==> config.mk <==
export PLATFORM = sky130hd
export DESIGN_NAME = reflet_mem_bridge_flat
export DESIGN_NICKNAME = d
export VERILOG_FILES = /design/src/rtl/reflet_mem_bridge_if.sv /design/src/rtl/reflet_mem_bridge.sv /design/src/flat_wrapper.sv
export SDC_FILE = /design/constraint.sdc
export NUM_CORES = 1
export LEC_CHECK = 0
export CAP_MARGIN = 20
export CORE_ASPECT_RATIO = 0.8
export CORE_UTILIZATION = 45
export DETAILED_ROUTE_END_ITERATION = 8
export HOLD_SLACK_MARGIN = 0.1
export PLACE_DENSITY = 0.76
export SYNTH_ARGS = -nofsm -noshare
export SYNTH_HDL_FRONTEND = slang
export SYNTH_SLANG_ARGS = --single-unit
export TNS_END_PERCENT = 10
==> constraint.sdc <==
create_clock -name clk -period 2.2 [get_ports clk]
set_input_delay 0.44 -clock clk [delete_from_list [all_inputs] [get_ports clk]]
set_output_delay 0.44 -clock clk [all_outputs]
set_load 0.005 [all_outputs]
==> src/rtl/reflet_mem_bridge_if.sv <==
// rtl/reflet_mem_bridge_if.sv - req/ack word-memory bus between the bridge and external memory
//
// Purpose: groups the external memory handshake into one bundle.
// Ports (signals):
//   mem_req    request, held until mem_ack is sampled
//   mem_we     1 = write, 0 = read; valid while mem_req is high
//   mem_addr   word address
//   mem_wdata  write data
//   mem_rdata  read data, valid with mem_ack on a read
//   mem_ack    one-cycle completion pulse
// Modports: master = bridge side, slave = memory side.
interface reflet_mem_bridge_if #(
    parameter int wordsize = 16
);
    logic                mem_req;
    logic                mem_we;
    logic [wordsize-1:0] mem_addr;
    logic [wordsize-1:0] mem_wdata;
    logic [wordsize-1:0] mem_rdata;
    logic                mem_ack;

    modport master (
        output mem_req,
        output mem_we,
        output mem_addr,
        output mem_wdata,
        input  mem_rdata,
        input  mem_ack
    );

    modport slave (
        input  mem_req,
        input  mem_we,
        input  mem_addr,
        input  mem_wdata,
        output mem_rdata,
        output mem_ack
    );
endinterface

==> src/rtl/reflet_mem_bridge.sv <==
// rtl/reflet_mem_bridge.sv - CPU RAM-port responder over a slow req/ack word memory
//
// Purpose: serves the CPU address unit's RAM port from an external word memory,
// stalling the CPU via cpu_enable while an access is outstanding, and keeps a
// one-word read buffer so repeated reads of the same word cost no wait cycles.
// Ports:
//   clk           clock
//   reset         synchronous, active-low reset
//   cpu_addr      byte address from the CPU
//   cpu_data_out  full word to write (byte merging done by the CPU)
//   cpu_write_en  write strobe, held while the CPU is stalled
//   cpu_data_in   word containing cpu_addr (buffer contents)
//   cpu_enable    CPU clock enable
//   mem           external memory bus (master side)
//   bus_error     one-cycle pulse when an access times out
module reflet_mem_bridge #(
    parameter int wordsize = 16,
    parameter int timeout  = 64
) (
    input  logic                       clk,
    input  logic                       reset,
    input  logic [wordsize-1:0]        cpu_addr,
    input  logic [wordsize-1:0]        cpu_data_out,
    input  logic                       cpu_write_en,
    output logic [wordsize-1:0]        cpu_data_in,
    output logic                       cpu_enable,
    reflet_mem_bridge_if.master        mem,
    output logic                       bus_error
);
    localparam int byte_bits = $clog2(wordsize / 8);
    localparam int cnt_w     = (timeout > 1) ? $clog2(timeout) : 1;

    typedef enum logic [1:0] {
        IDLE  = 2'd0,
        READ  = 2'd1,
        WRITE = 2'd2
    } state_t;

    state_t              state;
    state_t              state_nxt;
    logic [wordsize-1:0] word_index;
    logic [wordsize-1:0] buf_tag;
    logic                buf_valid;
    logic                wr_done;
    logic                hit;
    logic                timed_out;
    logic [cnt_w-1:0]    tcnt;

    assign word_index = cpu_addr >> byte_bits;
    assign hit        = buf_valid && (word_index == buf_tag);

    // An ack in the same cycle wins over the timeout; callers test mem_ack first.
    assign timed_out  = (timeout != 0) && (tcnt == cnt_w'(timeout - 1));

    // State register
    always_ff @(posedge clk) begin
        if (!reset) begin
            state <= IDLE;
        end else begin
            state <= state_nxt;
        end
    end

    // Next-state logic; a pending write takes priority over a read miss.
    always_comb begin
        state_nxt = state;
        case (state)
            IDLE: begin
                if (cpu_write_en) begin
                    if (!wr_done) begin
                        state_nxt = WRITE;
                    end
                end else if (!hit) begin
                    state_nxt = READ;
                end
            end
            READ, WRITE: begin
                if (mem.mem_ack || timed_out) begin
                    state_nxt = IDLE;
                end
            end
            default: state_nxt = IDLE;
        endcase
    end

    // Output logic: the CPU only advances from IDLE once its access is satisfied.
    always_comb begin
        cpu_enable = 1'b0;
        if (state == IDLE) begin
            cpu_enable = cpu_write_en ? wr_done : hit;
        end
    end

    // Datapath registers: request, buffer, write-done flag and timeout counter.
    always_ff @(posedge clk) begin
        if (!reset) begin
            mem.mem_req   <= 1'b0;
            mem.mem_we    <= 1'b0;
            mem.mem_addr  <= '0;
            mem.mem_wdata <= '0;
            cpu_data_in   <= '0;
            buf_tag       <= '0;
            buf_valid     <= 1'b0;
            wr_done       <= 1'b0;
            bus_error     <= 1'b0;
            tcnt          <= '0;
        end else begin
            bus_error <= 1'b0;
            case (state)
                IDLE: begin
                    // Counter is parked at zero so every access starts fresh.
                    tcnt <= '0;
                    if (cpu_write_en) begin
                        if (wr_done) begin
                            // CPU consumes the finished write this cycle.
                            wr_done <= 1'b0;
                        end else begin
                            mem.mem_addr  <= word_index;
                            mem.mem_wdata <= cpu_data_out;
                            mem.mem_we    <= 1'b1;
                            mem.mem_req   <= 1'b1;
                        end
                    end else if (!hit) begin
                        mem.mem_addr <= word_index;
                        mem.mem_we   <= 1'b0;
                        mem.mem_req  <= 1'b1;
                    end
                end
                READ: begin
                    if (mem.mem_ack) begin
                        mem.mem_req <= 1'b0;
                        buf_tag     <= mem.mem_addr;
                        buf_valid   <= 1'b1;
                        cpu_data_in <= mem.mem_rdata;
                    end else if (timed_out) begin
                        // Aborted read returns all ones and is cached so the
                        // CPU is not stuck re-fetching a dead address.
                        mem.mem_req <= 1'b0;
                        bus_error   <= 1'b1;
                        buf_tag     <= mem.mem_addr;
                        buf_valid   <= 1'b1;
                        cpu_data_in <= '1;
                    end else begin
                        tcnt <= tcnt + 1'b1;
                    end
                end
                WRITE: begin
                    if (mem.mem_ack || timed_out) begin
                        mem.mem_req <= 1'b0;
                        wr_done     <= 1'b1;
                        bus_error   <= !mem.mem_ack;
                        // Keep the buffer coherent with a successful write to its word.
                        if (mem.mem_ack && buf_valid && (mem.mem_addr == buf_tag)) begin
                            cpu_data_in <= mem.mem_wdata;
                        end
                    end else begin
                        tcnt <= tcnt + 1'b1;
                    end
                end
                default: begin
                    mem.mem_req <= 1'b0;
                end
            endcase
        end
    end
endmodule

==> src/flat_wrapper.sv <==
// flat-port wrapper written by rule: the top's interface ports become plain ports
module reflet_mem_bridge_flat 
#(
    parameter int wordsize = 16,
    parameter int timeout  = 64
)
  (clk, reset, cpu_addr, cpu_data_out, cpu_write_en, cpu_data_in, cpu_enable, bus_error, mem_mem_req, mem_mem_we, mem_mem_addr, mem_mem_wdata, mem_mem_rdata, mem_mem_ack);
  reflet_mem_bridge_if #(.wordsize(wordsize)) mem_i ();
  input  logic clk;
  input  logic reset;
  input  logic [wordsize-1:0] cpu_addr;
  input  logic [wordsize-1:0] cpu_data_out;
  input  logic cpu_write_en;
  output logic [wordsize-1:0] cpu_data_in;
  output logic cpu_enable;
  output logic bus_error;
  output wire logic [$bits(mem_i.mem_req)-1:0] mem_mem_req;
  output wire logic [$bits(mem_i.mem_we)-1:0] mem_mem_we;
  output wire logic [$bits(mem_i.mem_addr)-1:0] mem_mem_addr;
  output wire logic [$bits(mem_i.mem_wdata)-1:0] mem_mem_wdata;
  input wire logic [$bits(mem_i.mem_rdata)-1:0] mem_mem_rdata;
  input wire logic [$bits(mem_i.mem_ack)-1:0] mem_mem_ack;
  assign mem_mem_req = mem_i.mem_req;
  assign mem_mem_we = mem_i.mem_we;
  assign mem_mem_addr = mem_i.mem_addr;
  assign mem_mem_wdata = mem_i.mem_wdata;
  assign mem_i.mem_rdata = mem_mem_rdata;
  assign mem_i.mem_ack = mem_mem_ack;
  reflet_mem_bridge #(.wordsize(wordsize), .timeout(timeout)) u_core (.clk(clk), .reset(reset), .cpu_addr(cpu_addr), .cpu_data_out(cpu_data_out), .cpu_write_en(cpu_write_en), .cpu_data_in(cpu_data_in), .cpu_enable(cpu_enable), .mem(mem_i), .bus_error(bus_error));
endmodule
==> summary.txt, run 1 <==
Outcome: complete, but fails checks
Failing checks: setup timing
PwrDens: 714 mW/mm2
Slowest stage cell, crit path: or4_4
Endpoint class of the critical path: primary output
Syn-to-layout area delta: 42.7%
Share of flip-flops with an asynchronous set or reset: 0
Vias in the first global route: 4076
Placed Cells: 769
Synth cell types: 40
Family with the most delay on the worst path: simple AND/OR/NAND/NOR gates
Die H: 87.3 um
Post-synth EDFFs: 0
Final Hold Vio Count: 0
Yosys warnings: 0
Most used DFF post-synth: dfxtp_1
CTS sink cnt: 75
Die area: 0.00948 mm2
Largest stage delay on the critical path: 0.57 ns
Remaining DRCs: 0
CP required: 1.76 ns
Cts hold-fix bufs: 0
Mean area per synthesized cell: 7.42 um2
RSZ-0062 raised after global routing: true
# IOs: 104
Mapped cell area: 0.00409 mm2
Max-slew violation count: 0
Worst path bufs/invs: 2
Final wirelength: 12800 um
Worst hold path type: in -> reg
Port Buf Inserts: 101
Clk buf depth: 2
Clk_lat worst skew: 0.34 ns
CTS root buf: clkbuf_16
Largest cells by area after synthesis: dfxtp_1 37%, nand2_1 11%, a21oi_1 8.4%, xnor2_1 5.8%, nor2_1 5.2%
Detailed Routing Iterations Pass 1: 4
Htree depth: 3
CTS buffer count: 9
Drt first-iter violations: 334
Syn Inst Count: 551
Fillers: 726
Die extent in x: 109 um
P_leak: 2.26 nW
CP Class: in -> out
GRT overflow: 0
CTS tree: done
Largest net degree at the start of global routing: 36
Synth top area share: 0.367
Clock Skews: 0.00682 ns
Final cell count without fillers: 787
# nets final: 727
Post-synthesis net count: 608
Core area: 0.00863 mm2
Post-synthesis sequential area ratio: 0.367
Vias: 4441
Final Wtd Congestion: 0.819
R2R setup slack: 0.10 ns
Worst path cell trace: clkdlybuf4s15_1 -> xnor2_1 -> nand4_1 -> or4_4 -> o21a_1 -> nor2b_1 -> buf_2
Most frequent cells in the layout: 122 x nand2_1, 85 x clkdlybuf4s50_1, 70 x dfxtp_1, 68 x a21oi_1, 56 x nor2_1
WL/cell: 16.3 um
Antenna viol nets, final: 0
Std-Cell Rows: 30
Post-route setup TNS: -0.207 ns
Max Clk Rate: 415 MHz
FF+latch count, synth: 75
Synth area leader: dfxtp_1
GRT Total Usage: 0.274
Hpwl dp: 8580 um
CP arrival: 1.97 ns
Most common cell after layout, fill and taps aside: nand2_1
Max-cap violations: 0
Tmin final: 2.41 ns
Max FO, Critical Path: 3
Final setup viols: 1
Startpoint Class: input pin
Antenna violations before repair: 0
Initial Util: 0.474
Fraction of layout cells with a size suffix above 1: 0.129
Global-route wire length before repair: 20200 um
# diodes: 0
Final worst slack: -0.207 ns
Via density: 5.64
Clk slew on worst S/H paths: 0.06 ns
Tcrit/Tclk final: 1.09
VDD IR max: 0.000393 V
-- where the power goes --
part | leakage, nW | switching (mW) | internal, mW | total, mW
sequential | 0.616 | 0.116 | 1.48 | 1.59
clock | 0.138 | 0.594 | 0.914 | 1.51
combinational | 1.51 | 0.520 | 0.550 | 1.07
total | 2.26 | 1.23 | 2.94 | 4.17
-- Yosys cell counts, drive strengths merged, types with 3 or more instances --
cell type  instances
ha                 5
dfxtp             75
nand4              8
a21oi             69
and3              15
nor3               4
xnor2             27
and2               4
xor2               3
nand3             19
nor2b             17
o31ai             16
nor2              57
nand2            122
inv                6
o21ai              5
a221o             16
clkbuf            36
a32o               4
o221ai            16
buf                9
-- metal layers --
| metal | vias to the layer above | share of wire | global-route usage |
|---|---|---|---|
| li1 | 2149 | - | - |
| met5 | - | 0 | 0 |
| met4 | 0 | 0.017 | 0.0835 |
| met2 | 150 | 0.47 | 0.439 |
| met3 | 21 | 0.065 | 0.0658 |
| met1 | 2121 | 0.45 | 0.365 |
-- final cells by class --
class	count	area, um2	area share
Multi-Input combinational cell	425	2410	0.413
Clock buffer	11	243	0.0416
Sequential cell	75	1510	0.258
Inverter	6	22.5	0.00386
Tap cell	112	140	0.0240
Clock inverter	5	61.3	0.0105
Timing Repair Buffer	153	1450	0.249
-- kinds of logic after synthesis --
family | share of synthesized area
AO/OA/AOI/OAI | 0.215
adder cells (fa/ha/maj) | 0.0153
XOR/XNOR | 0.0642
other | 0.000917
AND/OR/NAND/NOR | 0.282
multiplexers | 0.00275
flip-flops | 0.367
buffers and inverters | 0.0526
-- repair_timing --
action | in CTS | in global routing
pin swaps | 10 | 14
gates resized for setup | 24 | 15
setup endpoints to repair | 17 | 20
setup buffers | 1 | 1
-- tightest hold or removal path: cells and delay by family --
family	cells	cell delay, ns
AO/OA/AOI/OAI	1	0.06
buffers and inverters	1	0.14
AND/OR/NAND/NOR	1	0.08
-- registers in the layout, indices dropped and copies added (netlist names), 2 cells and up --
name,flops
u_core.mem.mem_addr,15
u_core.tcnt,6
u_core.mem.mem_wdata,16
u_core.cpu_data_in,16
u_core.state,2
u_core.buf_tag,15
-- through the flow --
step	power (mW)	hold WS [ns]	setup WS (ns)	cell area [um2]	utilization
after floorplan	2.13	0.463	0.000746	4090	-
after global placement	2.64	0.465	-0.927	5500	0.637
after detailed placement	2.68	0.468	-0.926	5510	0.639
after CTS	4.17	0.478	-0.245	5820	0.674
after global routing	4.35	0.424	-0.260	5840	0.676
final	4.17	0.418	-0.207	5840	0.676
-- final timing paths --
kind	startpoint	to	depth (start not counted)
hold / removal	cpu_addr[6]	u_core.mem.mem_addr[5]	3
setup reg to reg	u_core.state[1]	u_core.mem.mem_addr[0]	8
setup / recovery	cpu_addr[1]	cpu_enable	7
hold reg to reg	u_core.buf_tag[14]	u_core.buf_tag[14]	2
Note: power is estimated with default switching activity, not from simulation.
==> run 2: changes to the inputs <==
--- a/config.mk
+++ b/config.mk
@@ -7,10 +7,11 @@
 export LEC_CHECK = 0
 export CAP_MARGIN = 20
 export CORE_ASPECT_RATIO = 0.8
-export CORE_UTILIZATION = 45
+export CORE_UTILIZATION = 25
 export DETAILED_ROUTE_END_ITERATION = 8
+export GPL_TIMING_DRIVEN = 0
 export HOLD_SLACK_MARGIN = 0.1
-export PLACE_DENSITY = 0.76
+export PLACE_DENSITY = 0.47
 export SYNTH_ARGS = -nofsm -noshare
 export SYNTH_HDL_FRONTEND = slang
 export SYNTH_SLANG_ARGS = --single-unit
==> summary.txt, run 2 (synthesized netlist as in run 1, its figures left out) <==
P_leak: 2.19 nW (-3.2%)
WL/cell: 18.1 um (+11%)
Final cell count without fillers: 886 (+13%)
Least-Margin Pin Slew: 0.660 ns
Clk buf depth: 2 (unchanged)
Die area: 0.0169 mm2 (+78%)
CTS sink cnt: 75 (unchanged)
Remaining DRCs: 0 (unchanged)
Std-Cell Rows: 41 (+37%)
Failing checks: setup timing
CP arrival: 2.03 ns (+0.06 ns)
Post-route cell area: 0.00588 mm2 (+0.64%)
Cts hold-fix bufs: 0 (unchanged)
Antenna violations before repair: 0 (unchanged)
Detailed Routing Iterations Pass 1: 5 (+1)
Met1 usage: 0.257 (-0.108)
Vias: 4551 (+2.5%)
Clock Skews: 0.00701 ns (+0.000198 ns)
Outcome: complete, but fails checks
Most common cell after layout, fill and taps aside: nand2_1
Via density: 5.14 (-9.0%)
Max FO, Critical Path: 3 (unchanged)
Placed Cells: 866 (+13%)
Final Hold Vio Count: 0 (unchanged)
Slowest stage cell, crit path: or4_4
CTS buffer count: 9 (unchanged)
Global-route wire length before repair: 24200 um (+20%)
Tcrit/Tclk final: 1.12 (+0.0279)
Die H: 116 um (+33%)
Final worst slack: -0.268 ns (-0.0615 ns)
GRT overflow: 0 (unchanged)
# nets final: 723 (-0.55%)
Antenna viol nets, final: 0 (unchanged)
Most frequent cells in the layout: 121 x nand2_1, 84 x clkdlybuf4s50_1, 68 x a21oi_1, 65 x dfxtp_1, 55 x nor2_1
# IOs: 104 (unchanged)
Final Power: 4.52 mW (+8.5%)
Final Core Density: 0.369 (-0.307)
Htree depth: 3 (unchanged)
Clk slew on worst S/H paths: 0.06 ns (about the same)
Comb pwr share: 0.229 (-0.028)
GRT Total Usage: 0.188 (-0.0859)
Initial Util: 0.257 (-0.217)
Slew margin rel.: 0.560
Post-DP Area: 0.00536 mm2 (-2.8%)
Reg power frac: 0.357 (-0.025)
Startpoint Class: input pin
Tmin final: 2.47 ns (+0.0615 ns)
Endpoint class of the critical path: primary output
CTS tree: done
Met2 usage: 0.293 (-0.146)
RSZ-0062 raised after global routing: true
CP required: 1.76 ns (about the same)
Most Crowded Layer GR: met2
VDD IR max: 0.000363 V (-7.7%)
Hold WS: 0.402 ns (-0.0165 ns)
Max Clk Rate: 405 MHz (-2.5%)
Vias in the first global route: 4341 (+6.5%)
Psw: 1.32 mW (+7.3%)
Port Buf Inserts: 100 (-0.99%)
Drt first-iter violations: 441 (+32%)
Final Wtd Congestion: 0.830 (+1.4%)
# diodes: 0 (unchanged)
Max-slew violation count: 0 (unchanged)
Max-cap violations: 0 (unchanged)
Core area: 0.0159 mm2 (+84%)
PwrDens: 770 mW/mm2 (+7.8%)
Largest net degree at the start of global routing: 14 (-61%)
Largest stage delay on the critical path: 0.47 ns (-0.10 ns)
Sw frac: 0.292 (-0.00322)
Clock power frac: 0.414 (+0.053)
Worst path bufs/invs: 2 (unchanged)
Syn-to-layout area delta: 43.7%
Family with the most delay on the worst path: simple AND/OR/NAND/NOR gates
Fillers: 1696 (+130%)
Met3 GRT Util: 0.0434 (-0.0225)
Final setup viols: 1 (unchanged)
Worst hold path type: in -> reg
Final wirelength: 16000 um (+25%)
Fraction of layout cells with a size suffix above 1: 0.119 (-0.00966)
CTS root buf: clkbuf_16
P_int: 3.20 mW (+9.0%)
Hpwl dp: 11300 um (+32%)
Clk_lat worst skew: 0.35 ns (about the same)
Die extent in x: 145 um (+34%)
Worst path cell trace: dlygate4sd2_1 -> xnor2_2 -> nand4_1 -> or4_4 -> o21a_1 -> nor2b_1 -> buf_2
Largest registers: u_core.cpu_data_in: 16 flops, u_core.mem.mem_wdata: 16 flops
CP Class: in -> out
run 2: final cells by class:
type / count / area (um2) / share of cell area
timing repair buffer: 106 / 1010 / 0.172
sequential: 75 / 1520 / 0.258
tap: 215 / 269 / 0.0458
buffer: 43 / 228 / 0.0388
multi-input combinational: 425 / 2460 / 0.419
inverter: 6 / 22.5 / 0.00383
clock buffer: 10 / 229 / 0.0390
clock inverter: 6 / 136 / 0.0232
run 2: final timing paths:
check	startpoint	endpoint	slack, ns	depth (start not counted)
worst min-delay path	cpu_addr[6]	u_core.mem.mem_addr[5]	0.40	3
worst max register to register	u_core.buf_tag[2]	u_core.mem.mem_addr[12]	0.12	6
worst min register to register	u_core.buf_tag[5]	u_core.buf_tag[5]	0.48	2
worst max-delay path	cpu_addr[3]	cpu_enable	-0.27	7
run 2: tightest hold or removal path, cell delays in order:
cell,delay [ns]
clkbuf_2,0.13
nand3_1,0.07
o221ai_1,0.07
run 2: through the flow:
step | setup slack (ns) | TNS, ns
5_1_grt | -0.372 | -0.372
2_1_floorplan | 0.000746 | 0
6_report | -0.268 | -0.268
3_3_place_gp | -1.21 | -40.02
4_1_cts | -0.273 | -0.273
3_5_place_dp | -1.16 | -40.84
run 2: what timing repair did:
action,4_1_cts,5_1_grt
resized for setup,54,39
setup buffers,5,1
pin swaps,15,12
setup endpoints to repair,59,61
run 2: power by group through the flow:
stage | clock network, mW | registers, mW | logic, mW
after floorplan | 0 | 1.61 | 0.518
after global placement | 0 | 1.63 | 0.995
after detailed placement | 0 | 1.64 | 1.01
after CTS | 1.90 | 1.61 | 1.02
after global routing | 1.95 | 1.63 | 1.13
final | 1.87 | 1.61 | 1.04
run 2: layer usage:
layer	wire length [um]	vias to the layer above
met5	0	-
met4	182	0
met3	1170	16
met2	7060	200
met1	7600	2183
li1	-	2152
==> run 3: changes to the inputs <==
--- a/config.mk
+++ b/config.mk
@@ -5,13 +5,14 @@
 export SDC_FILE = /design/constraint.sdc
 export NUM_CORES = 1
 export LEC_CHECK = 0
+export ABC_AREA = 1
 export CAP_MARGIN = 20
 export CORE_ASPECT_RATIO = 0.8
 export CORE_UTILIZATION = 25
 export DETAILED_ROUTE_END_ITERATION = 8
 export GPL_TIMING_DRIVEN = 0
 export HOLD_SLACK_MARGIN = 0.1
-export PLACE_DENSITY = 0.47
+export PLACE_DENSITY = 0.48
 export SYNTH_ARGS = -nofsm -noshare
 export SYNTH_HDL_FRONTEND = slang
 export SYNTH_SLANG_ARGS = --single-unit
==> summary.txt, run 3 <==
Fillers: 1581 (-6.8%)
Largest net degree at the start of global routing: 14 (unchanged)
Startpoint Class: flip-flop
Most frequent cells in the layout: 132 x nor2_1, 108 x nand2_1, 84 x clkdlybuf4s50_1, 71 x dfxtp_1, 50 x a21oi_1
Max Clk Rate: 476 MHz (+17%)
Most used DFF post-synth: dfxtp_1
Synth cell types: 33 (-18%)
RSZ-0062 raised after global routing: true
Synth top area share: 0.393 (+0.0255)
Tcrit/Tclk final: 0.955 (-0.167)
Outcome: finished clean
Hpwl dp: 9610 um (-15%)
Slowest stage cell, crit path: dfxtp_1
Yosys warnings: 0 (unchanged)
P_int: 3.36 mW (+4.8%)
Die H: 113 um (-3.2%)
VDD IR max: 0.000428 V (+18%)
Worst hold path type: reg -> reg
Die extent in x: 140 um (-3.3%)
Syn-to-layout area delta: 42.3%
Mapped cell area: 0.00382 mm2 (-6.5%)
Largest stage delay on the critical path: 0.34 ns (-0.13 ns)
CP arrival: 1.66 ns (-0.37 ns)
Core area: 0.0150 mm2 (-5.9%)
Placed Cells: 876 (+1.2%)
Sw frac: 0.360 (+0.0686)
FF+latch count, synth: 75 (unchanged)
Post-synth EDFFs: 0 (unchanged)
Comb pwr share: 0.364 (+0.135)
Clock power frac: 0.285 (-0.129)
Tmin final: 2.10 ns (-0.367 ns)
Fraction of layout cells with a size suffix above 1: 0.117 (-0.00199)
CP required: 1.76 ns (about the same)
Storage cell area: 0.00151 mm2 (-0.66%)
Final wirelength: 12800 um (-20%)
Reg-to-reg critical path startpoint: u_core.state[0]
Cts hold-fix bufs: 0 (unchanged)
Clk_lat worst skew: 0.34 ns (about the same)
Detailed Routing Iterations Pass 1: 4 (-1)
Worst path most repeated cell: inv_1
# nets final: 760 (+5.1%)
Worst path cell trace: inv_1 -> ha_1 -> inv_1 -> nor2_4 -> nand3_4 -> nand2_4 -> clkdlybuf4s15_2
Largest cells by area after synthesis: dfxtp_1 39%, nor2_1 13%, nand2_1 11%, a21oi_1 6.5%, o21ai_0 5.5%
# diodes: 0 (unchanged)
Least-Margin Pin Slew: 0.580 ns (-0.0802 ns)
Vias in the first global route: 3999 (-7.9%)
CTS root buf: clkbuf_16
Reg2reg path depth: 10 (+4)
Antenna violations before repair: 0 (unchanged)
Slew margin rel.: 0.613 (+0.0535)
Die area: 0.0158 mm2 (-6.4%)
Endpoint class of the critical path: primary output
Post-synthesis net count: 644 (+5.9%)
GRT Total Usage: 0.168 (-0.0202)
Dpl ws: -0.666 ns (+0.498 ns)
Syn Inst Count: 587 (+6.5%)
CTS tree: done
GRT overflow: 0 (unchanged)
Std-Cell Rows: 40 (-2.4%)
Clk buf depth: 2 (unchanged)
Htree depth: 3 (unchanged)
Global-route wire length before repair: 20400 um (-16%)
R2R setup slack: 0.29 ns (+0.17 ns)
Clock Skews: 0.00951 ns (+0.00250 ns)
R2R Path End: u_core.tcnt[3]
Synth area leader: dfxtp_1
Via density: 4.53 (-12%)
Final Wtd Congestion: 0.781 (-5.9%)
CP Class: reg -> out
Vias: 4064 (-11%)
Final setup viols: 0 (-1)
CTS buffer count: 9 (unchanged)
Hold Path End: u_core.mem.mem_we
Post-route setup TNS: 0 ns (+0.268 ns)
Min-delay src: u_core.mem.mem_we
Post-synthesis sequential area ratio: 0.393 (+0.0255)
Hold path depth: 2 (-1)
P_leak: 2.36 nW (+7.9%)
Final cell count without fillers: 897 (+1.2%)
Synth top cells by count: 136 x nor2_1, 110 x nand2_1, 75 x dfxtp_1
Area taken by multi-input logic gates: 0.00202 mm2 (-18%)
Final Hold Vio Count: 0 (unchanged)
Remaining DRCs: 0 (unchanged)
Share of flip-flops with an asynchronous set or reset: 0 (unchanged)
Most frequent cell after synthesis: nor2_1
Psw: 1.89 mW (+43%)
Clk slew on worst S/H paths: 0.06 ns (about the same)
Drt first-iter violations: 206 (-53%)
Initial Util: 0.256 (-0.00160)
Reg power frac: 0.351 (-0.006)
Max-slew violation count: 0 (unchanged)
Largest registers: u_core.cpu_data_in: 16 flops, u_core.mem.mem_wdata: 16 flops
Max-cap violations: 0 (unchanged)
Final worst slack: 0.0987 ns (+0.367 ns)
# IOs: 104 (unchanged)
Max FO, Critical Path: 5 (+2)
Port Buf Inserts: 100 (unchanged)
WL/cell: 14.2 um (-21%)
Final Power: 5.25 mW (+16%)
Mean area per synthesized cell: 6.52 um2 (-12%)
Antenna viol nets, final: 0 (unchanged)
Most common cell after layout, fill and taps aside: nor2_1
CTS sink cnt: 75 (unchanged)
PwrDens: 964 mW/mm2 (+25%)
## run 3: power groups by stage
stage / clock, mW / sequential (mW) / combinational [mW]
2_1_floorplan: 0 / 1.83 / 1.06
3_3_place_gp: 0 / 1.86 / 1.86
3_5_place_dp: 0 / 1.86 / 1.88
4_1_cts: 1.54 / 1.84 / 1.90
5_1_grt: 1.59 / 1.87 / 2.15
6_report: 1.50 / 1.84 / 1.91
## run 3: final cells by class
| class | count | share of cell area |
|---|---|---|
| clock buffers | 9 | 0.0414 |
| repair buffers | 106 | 0.189 |
| well taps | 189 | 0.0434 |
| flip-flops and latches | 75 | 0.277 |
| inverters | 58 | 0.0407 |
| plain buffers | 27 | 0.0246 |
| multi-input cells | 426 | 0.371 |
| clock inverters | 7 | 0.0126 |
## run 3: cells by family after synthesis
group | after synthesis | share of synthesized area
XOR/XNOR | 7 | 0.0160
adder cells (fa/ha/maj) | 5 | 0.0164
AND/OR/NAND/NOR | 316 | 0.350
buffers and inverters | 86 | 0.0926
AO/OA/AOI/OAI | 97 | 0.132
other | 1 | 0.000980
flip-flops | 75 | 0.393
## run 3: metrics by stage
stage | area [um2] | util | hold WS, ns
floorplan | 3820 | - | 0.455
global placement | 5060 | 0.338 | 0.468
detailed placement | 5060 | 0.338 | 0.467
CTS | 5410 | 0.362 | 0.484
global route | 5440 | 0.364 | 0.494
finish | 5440 | 0.364 | 0.479
## run 3: metal layers
| layer | global-route usage | part of all wire | wire length (um) |
|---|---|---|---|
| met1 | 0.223 | 0.48 | 6130 |
| met2 | 0.269 | 0.45 | 5780 |
| met3 | 0.0478 | 0.059 | 748 |
| met4 | 0.0388 | 0.0097 | 124 |
| met5 | 0 | 0 | 0 |
## run 3: timing repair
item | CTS | global route
pin swaps | 7 | 1
setup buffers | 3 | 3
resized for setup | 31 | 7
gates cloned | 0 | 0
setup endpoints to repair | 1 | 8
## run 3: critical path, delay by kind of cell (launching register included)
family                   cells  cell delay (ns)
adder cells (fa/ha/maj)      1             0.20
buffers and inverters        3             0.41
flip-flops                   1             0.34
AND/OR/NAND/NOR              3             0.38
## run 3: worst max path at each step
stage               startpoint         end  slack [ns]  cells past startpoint
2_1_floorplan  u_core.state[0]  cpu_enable        0.49                      6
3_3_place_gp      cpu_addr[15]  cpu_enable       -0.69                     10
3_5_place_dp      cpu_addr[15]  cpu_enable       -0.67                     10
4_1_cts        u_core.state[0]  cpu_enable        0.06                      7
5_1_grt            cpu_addr[2]  cpu_enable      -0.008                     10
6_report       u_core.state[0]  cpu_enable         0.1                      7
